`src/rtl/hazard_stall_ctrl.sv`:
```
// hazard_stall_ctrl
//   Stall/flush controller for the 5-stage MIPS pipeline, placed beside ID.
//   Detects load-use and branch-operand data hazards ($0 never hazards,
//   rt only counted for instructions that read it), and freezes the whole
//   pipeline while a multi-cycle data-memory access is outstanding.
//
//   Inputs : op/rs/rt of the ID instruction; destination, write-enable and
//            writeback-select of the EXE and MEM instructions; mem_access
//            and the dmem_ready handshake.
//   Outputs: pc_stall, if_id_stall, id_exe_flush, id_exe_stall,
//            exe_mem_stall, mem_wb_bubble (combinational);
//            hz_state (0 RUN / 1 MEMWAIT), sticky hz_timeout and the
//            stat_stall/stat_flush/stat_wait counters (registered).
//
//   Optional: define HAZARD_STATS_EN to build the saturating statistics
//   counters; otherwise the stat_* ports are tied to zero.
module hazard_stall_ctrl #(
  parameter int unsigned             REG_AW   = 5,
  parameter int unsigned             OP_W     = 6,
  parameter int unsigned             SEL_W    = 2,
  parameter logic [SEL_W-1:0]        LOAD_SEL = 2'b01,
  parameter logic [OP_W-1:0]         BEQ_OP   = 6'b000100,
  parameter logic [OP_W-1:0]         BNE_OP   = 6'b000101,
  parameter logic [OP_W-1:0]         SW_OP    = 6'b101011,
  parameter int unsigned             MAX_WAIT = 15,
  parameter int unsigned             CNT_W    = 16
) (
  input  logic              clk,
  input  logic              rst_n,
  input  logic [OP_W-1:0]   op,
  input  logic [REG_AW-1:0] rs,
  input  logic [REG_AW-1:0] rt,
  input  logic [REG_AW-1:0] exe_num_write,
  input  logic              exe_reg_write,
  input  logic [SEL_W-1:0]  exe_s_data_write,
  input  logic [REG_AW-1:0] mem_num_write,
  input  logic              mem_reg_write,
  input  logic [SEL_W-1:0]  mem_s_data_write,
  input  logic              mem_access,
  input  logic              dmem_ready,
  output logic              pc_stall,
  output logic              if_id_stall,
  output logic              id_exe_flush,
  output logic              id_exe_stall,
  output logic              exe_mem_stall,
  output logic              mem_wb_bubble,
  output logic              hz_state,
  output logic              hz_timeout,
  output logic [CNT_W-1:0]  stat_stall,
  output logic [CNT_W-1:0]  stat_flush,
  output logic [CNT_W-1:0]  stat_wait
);

  localparam int unsigned WAIT_W = $clog2(MAX_WAIT + 1);
  localparam logic [WAIT_W-1:0] MAX_CNT  = WAIT_W'(MAX_WAIT);
  localparam logic [WAIT_W-1:0] LAST_CNT = WAIT_W'(MAX_WAIT - 1);

  typedef enum logic {
    RUN     = 1'b0,
    MEMWAIT = 1'b1
  } hz_state_t;

  hz_state_t         state;
  logic [WAIT_W-1:0] wait_cnt;

  logic use_rt, br, hit_e, hit_m;
  logic load_use, br_exe, br_mem, dhaz, freeze;

  // Hazard detection
  always_comb begin
    use_rt   = (op == '0) || (op == BEQ_OP) || (op == BNE_OP) || (op == SW_OP);
    br       = (op == BEQ_OP) || (op == BNE_OP);
    hit_e    = exe_reg_write && (exe_num_write != '0) &&
               ((exe_num_write == rs) || (use_rt && (exe_num_write == rt)));
    hit_m    = mem_reg_write && (mem_num_write != '0) &&
               ((mem_num_write == rs) || (use_rt && (mem_num_write == rt)));
    load_use = hit_e && (exe_s_data_write == LOAD_SEL);
    br_exe   = br && hit_e;
    br_mem   = br && hit_m && (mem_s_data_write == LOAD_SEL);
    dhaz     = load_use || br_exe || br_mem;
    freeze   = mem_access && !dmem_ready;
  end

  // Pipeline controls. Gated by rst_n so an asserted reset silences them
  // at once, even mid-freeze. Freeze wins over dhaz; a data hazard still
  // present when the freeze releases is handled in that release cycle.
  always_comb begin
    pc_stall      = 1'b0;
    if_id_stall   = 1'b0;
    id_exe_flush  = 1'b0;
    id_exe_stall  = 1'b0;
    exe_mem_stall = 1'b0;
    mem_wb_bubble = 1'b0;
    if (rst_n) begin
      if (freeze) begin
        pc_stall      = 1'b1;
        if_id_stall   = 1'b1;
        id_exe_stall  = 1'b1;
        exe_mem_stall = 1'b1;
        mem_wb_bubble = 1'b1;
      end else if (dhaz) begin
        pc_stall      = 1'b1;
        if_id_stall   = 1'b1;
        id_exe_flush  = 1'b1;
      end
    end
  end

  // Freeze FSM with saturating wait counter and sticky timeout
  always_ff @(posedge clk or negedge rst_n) begin
    if (!rst_n) begin
      state      <= RUN;
      wait_cnt   <= '0;
      hz_timeout <= 1'b0;
    end else begin
      case (state)
        RUN: begin
          wait_cnt <= '0;
          if (freeze) state <= MEMWAIT;
        end
        MEMWAIT: begin
          if (wait_cnt != MAX_CNT) wait_cnt <= wait_cnt + 1'b1;
          if (wait_cnt == LAST_CNT) hz_timeout <= 1'b1;
          if (!freeze) state <= RUN;
        end
        default: state <= RUN;
      endcase
    end
  end

  assign hz_state = (state == MEMWAIT);

`ifdef HAZARD_STATS_EN
  always_ff @(posedge clk or negedge rst_n) begin
    if (!rst_n) begin
      stat_stall <= '0;
      stat_flush <= '0;
      stat_wait  <= '0;
    end else begin
      if (dhaz && (stat_stall != '1))         stat_stall <= stat_stall + 1'b1;
      if (id_exe_flush && (stat_flush != '1)) stat_flush <= stat_flush + 1'b1;
      if (freeze && (stat_wait != '1))        stat_wait  <= stat_wait + 1'b1;
    end
  end
`else
  assign stat_stall = '0;
  assign stat_flush = '0;
  assign stat_wait  = '0;
`endif

endmodule

```
`config.mk`:
```
export PLATFORM = sky130hd
export DESIGN_NAME = hazard_stall_ctrl
export DESIGN_NICKNAME = d
export VERILOG_FILES = /design/src/rtl/hazard_stall_ctrl.sv
export SDC_FILE = /design/constraint.sdc
export NUM_CORES = 1
export LEC_CHECK = 0
export CAP_MARGIN = 20
export CORE_ASPECT_RATIO = 1.5
export CORE_MARGIN = 3
export CORE_UTILIZATION = 33
export DETAILED_ROUTE_END_ITERATION = 10
export MAX_ROUTING_LAYER = met4
export PLACE_DENSITY = 0.89
export SYNTH_ARGS = -nofsm -noshare
export SYNTH_HDL_FRONTEND = slang
export SYNTH_SLANG_ARGS = --single-unit
export TNS_END_PERCENT = 1
```
`constraint.sdc`:
```
create_clock -name clk -period 2.3 [get_ports clk]
set_input_delay 0.23 -clock clk [delete_from_list [all_inputs] [get_ports clk]]
set_output_delay 0.23 -clock clk [all_outputs]
set_load 0.03 [all_outputs]
```
# Word-level counts from Yosys, hierarchy flattened
# Index checks and enable logic that the tools add are counted.
[totals]
regBits = 6
inputBits = 36
wordCells = 50
[classes]
add_sub_neg = 1
n_eq_ne = 12
muxes = 9
bitwise_logic = 1
reduce_logical = 24
[ops]
columns = ["op", "count"]
rows = [
  ["$eq A5 B5 Y1", 4],
  ["$eq A6 B3 Y1 const B", 2],
  ["$logic_and A1 B1 Y1", 11],
  ["$reduce_bool A5 Y1", 2],
  ["$logic_or A1 B1 Y1", 8],
  ["$pmux W4 S2", 1],
  ["$mux W1", 7],
  ["$eq A6 B6 Y1 const B", 1],
  ["$logic_not A6 Y1", 1],
  ["$add A4 B1 Y4 const B", 1],
  ["$eq A2 B1 Y1 const B", 2],
  ["$eq A4 B4 Y1 const B", 1],
  ["$mux W4", 1],
  ["$ne A4 B4 Y1 const B", 1],
  ["$ne A2 B1 Y1 const B", 1],
  ["$reduce_and A2 Y1", 1],
  ["$logic_not A1 Y1", 1],
  ["$not A1 Y1", 1],
]

# Depth between registers and ports, before layout
[logic_depth]
word_depth = 13
depth_mapped = 6

# Least setup slack after synthesis
# No wires, ideal clock.
[synth_timing]
path_kind = "input-to-output"
from = "input port op[1]"
to = "output port pc_stall"
t_arrival_ps = 1777
t_required_ps = 2070
path_slack_ps = 293
stages = 6
path_buffers = 1
cell_sequence = "nor3_2 -> mux2i_1 -> nor4_1 -> o21ai_1 -> a31oi_1 -> buf_4"
[synth_via]
elab_chain_len = 13
word_cells_on_any_way = 23
cone_classes = "eq/ne: 3; mux: 3; reduce/logical: 17"
[synth_lines]
columns = ["item", "line_no", "rtl"]
rows = [
  ["start: declaration", "30", "input logic [OP_W-1:0] op,"],
  ["$eq A6 B3 Y1 / $logic_not A6 Y1 (equally long branches)", "71, 72", ""],
  ["$logic_or A1 B1 Y1 (3 in series)", "71", "use_rt = (op == '0) || (op == BEQ_OP) || (op == BNE_OP) || (op == SW_OP);"],
  ["$logic_and A1 B1 Y1, on equally long branches", "74, 76", ""],
  ["$logic_or A1 B1 Y1, on equally long branches", "74, 76", ""],
  ["$logic_and A1 B1 Y1, on equally long branches", "73, 75", ""],
  ["$logic_and A1 B1 Y1, on equally long branches", "77, 78, 79", ""],
  ["$logic_or A1 B1 Y1 / $logic_and A1 B1 Y1 (equally long branches)", "80, 79", ""],
  ["$logic_or A1 B1 Y1 (*)", "80", "dhaz = load_use || br_exe || br_mem;"],
  ["$mux W1 (*) (3 in series)", "-", ""],
  ["end: declaration", "41", "output logic pc_stall,"],
]
# Mark *: on every way between the ends. The rest lies on a longest branch, timed or not.

# Final worst setup path
[layout_timing]
from = "input port mem_num_write[1]"
to = "output port if_id_stall"
[layout_via]
elab_chain_len = 10
word_cells_on_any_way = 13
cone_classes = "eq/ne: 2; mux: 3; reduce/logical: 8"
[layout_lines]
columns = ["item", "line_no", "rtl"]
rows = [
  ["start: declaration", "36", "input logic [REG_AW-1:0] mem_num_write,"],
  ["$eq A5 B5 Y1", "76", "((mem_num_write == rs) || (use_rt && (mem_num_write == rt)));"],
  ["$logic_and A1 B1 Y1", "76", ""],
  ["$logic_or A1 B1 Y1", "76", ""],
  ["$logic_and A1 B1 Y1 (*)", "75", "hit_m = mem_reg_write && (mem_num_write != '0) &&"],
  ["$logic_and A1 B1 Y1 (*) (2 in series)", "79", "br_mem = br && hit_m && (mem_s_data_write == LOAD_SEL);"],
  ["$logic_or A1 B1 Y1 (*)", "80", ""],
  ["$mux W1 (*)", "101", "end else if (dhaz) begin"],
  ["$mux W1 (*)", "95", "if (freeze) begin"],
  ["$mux W1 (*)", "94", "if (rst_n) begin"],
  ["end: declaration", "42", "output logic if_id_stall,"],
]
# Marked as above.

==> results by group <==
Worst setup path
  – CP Data Required Time: about 2100 ps
  – Top delay family on crit path: buffers and inverters
  – R2R Path Start: wait_cnt[0]$_DFFE_PN0P_
  – Critical Path Start Type: primary input
  – Worst path arrival time: between 1500 and 2000 ps
  – Max incr delay on CP: ~540 ps
  – Crit path cell chain: clkdlybuf4s50_1, or4_1, o2111ai_1, nor2_1, o21ai_1, a31oi_1, buf_4
  – Combined buffer and inverter count along the critical path: 2
  – Worst Setup SP: mem_num_write[1]
  – CP Class: primary input to output port
  – CP max FO: 3
  – Crit-path slowest cell: or4_1
  – Critical Path End Type: output port

Synth
  – Post-synthesis async set-or-reset flop share: 100%
  – Synth Register Bits: 6
  – Synth area leaders: buf_4 38%, dfrtp_1 15%, xnor2_1 15%, xor2_1 3.5%, nand3_1 3.0%
  – Cell Area, Synth: 995 um^2
  – Sequential fraction of the synthesis area: 15.1%
  – Number of synthesized flops with an enable pin: 0
  – Area leader, netlist: buf_4
  – Post-synth top area share: between 30% and 40%
  – Mean cell area of the mapped netlist: around 8.0 um^2
  – Ys flop type: dfrtp_1
  – Mapped Cells: around 130
  – Synth warnings: 0
  – Synth unique cells: 26

Floorplan
  – Full die area: ~3700 um^2
  – Horiz. Die Dim: between 50 and 60 um
  – Core area: 2760 um^2
  – Starting Density: a little over a third
  – I/O pin count: 92
  – Die Height: between 70 and 80 um
  – Placement row count: 23

Drt
  – Routed Antenna Nets: 0
  – Via count: between 800 and 900
  – DRT Pass-1 Iters: 4
  – Drt total wl: about 2.2 mm
  – 1st-iter DRT viols: 4
  – Drt via density: a little over 4
  – Residual DRC count: 0
  – WL/cell: 10.6 um

CTS
  – Clk_lat worst skew: ~220 ps
  – CTS Buffer Depth: 2
  – Setup Buffers After CTS: 0
  – Post-CTS sizing: 0
  – CTS hold repair buffers: 0
  – Clk sinks: 6
  – H-tree depth: 1
  – Clk slew on worst S/H paths: ~40 ps
  – Num CTS Buffers: 3
  – Clock Root Buffer: clkbuf_8
  – CTS tree: done

Run
  – Number of max-cap violations: 0

Pwr
  – Net switching power: about 0.00021 W
  – VDD IR max: roughly 0.00016 V
  – Pwr dens: between 300 and 400 nW/um^2
  – Design Power: roughly 0.00052 W
  – Combinational Power Share: approximately half
  – Sw frac: 40.2%
  – Sequential share of power: between 20% and 30%
  – Pint: between 0.0003 and 0.0004 W
  – P_leak: around 0.60 nW
  – Clock group share of total power: a little under a third

Cells and area
  – Layout area overhead: 32.3%
  – Fill cells: approximately 290
  – Footprint of the multi-input gates: a little over 600 um^2
  – ANT cells: 0
  – Layout cells sized above 1: under 10%
  – Final nets: between 200 and 250
  – Sequential Area: 150 um^2

Global routing
  – Largest net degree at the start of global routing: 7
  – GR Util All Layers: a little over an eighth
  – Global-route wire length before repair: about 3.5 mm
  – Initial antenna violation count: 0
  – Via count of the first global-routing pass: ~850
  – Overflow after GRT: 0

STA
  – Final Skew: 1.85 ps
  – Final critical-path required period: between 2000 and 2500 ps
  – Max Slew Vio Count: 0
  – Final worst slack: 129 ps
  – Final period util: a little over nine tenths
  – Fmax: 461 MHz
  – Final setup viols: 0
  – Final Hold Vio Count: 0
  – RSZ-0062 raised after global routing: no
  – Post-route setup TNS: 0 ps

Place
  – IO buf count: between 40 and 50
  – Pre-CTS WS: 131 ps
  – DP HPWL: ~2 mm
  – GPL Wtd Cong: approximately 0.83

Hold path
  – Class of the worst hold path: primary input to async pin

Outcome
  – Status: complete, no violations
[metal layers]
layer	vias to the layer above	share of wire (%)	global-route usage [%]	routed length (um)
li1	401	-	-	-
met2	77	52	22.2	1150
met4	0	7.1	13.8	155
met5	-	0	-	0
met3	13	12	2.86	258
met1	362	29	11.9	629
[stage by stage]
| step | area [um^2] | std cells | utilization [%] | hold WS (ps) |
|---|---|---|---|---|
| detailed placement | 1270 | 203 | 46.1 | 460 |
| finish | 1320 | 206 | 47.6 | 340 |
| global route | 1320 | 206 | 47.6 | 368 |
| global placement | 1270 | 203 | 46.1 | 463 |
| floorplan | 1170 | 172 | - | -65.6 |
| CTS | 1310 | 206 | 47.6 | 341 |
[final timing paths]
check,endpoint,slack [ps],cells after the start
worst max-delay path,if_id_stall,130,7
worst min-delay path,wait_cnt[3]$_DFFE_PN0P_,340,2
worst max register to register,wait_cnt[1]$_DFFE_PN0P_,1110,4
worst min register to register,hz_timeout$_DFFE_PN0P_,460,1
max in group asynchronous,hz_timeout$_DFFE_PN0P_,1850,2
min in group clk,hz_timeout$_DFFE_PN0P_,460,1
[power groups by stage]
stage	registers, W	clock network, W	logic (W)
after floorplan	0.000114	0	0.000223
after global placement	0.000113	0	0.000251
after detailed placement	0.000113	0	0.000252
after CTS	0.000111	0.000165	0.000252
after global routing	0.000112	0.000173	0.000271
final	0.000112	0.000158	0.000253
[final cells by class]
type                    count  area share [%]
well taps                  37            3.52
repair buffers             45            33.5
clock buffers               3            3.14
multi-input cells         109            46.8
flip-flops and latches      6            11.4
inverters                   6            1.71
[logic make-up after synthesis]
group	synth area share (%)
buffers and inverters	40.8
AND/OR/NAND/NOR	13.8
XOR/XNOR	18.5
AO/OA/AOI/OAI	7.92
flip-flops	15.1
adder cells (fa/ha/maj)	2.52
other	0.377
multiplexers	1.01
[Yosys cell counts (2+ instances only)]
cell type / number
nand2_1: 2
a211oi_1: 3
xnor2_1: 17
dfrtp_1: 6
nand2b_1: 2
inv_1: 6
xor2_1: 4
buf_4: 51
o21ai_0: 3
a31oi_1: 2
nor4_1: 2
ha_1: 2
nor3_1: 3
or4_1: 2
nor2_1: 4
nand3_1: 6
[layout by cell type, fill, tap and decap left out, types with 4 or more instances in the layout]
cell / netlist / routed
conb_1: 1 / 48
nor2_1: 4 / 4
inv_1: 6 / 6
xnor2_1: 17 / 17
clkdlybuf4s50_1: 0 / 39
xor2_1: 4 / 4
dfrtp_1: 6 / 6
nand3_1: 6 / 6
buf_4: 51 / 5
[flip-flops by register name (all words and copies together) (netlist names)]
signal and count:
hz_state 1, wait_cnt 4, hz_timeout 1
Note: power is estimated with default switching activity, not from simulation.
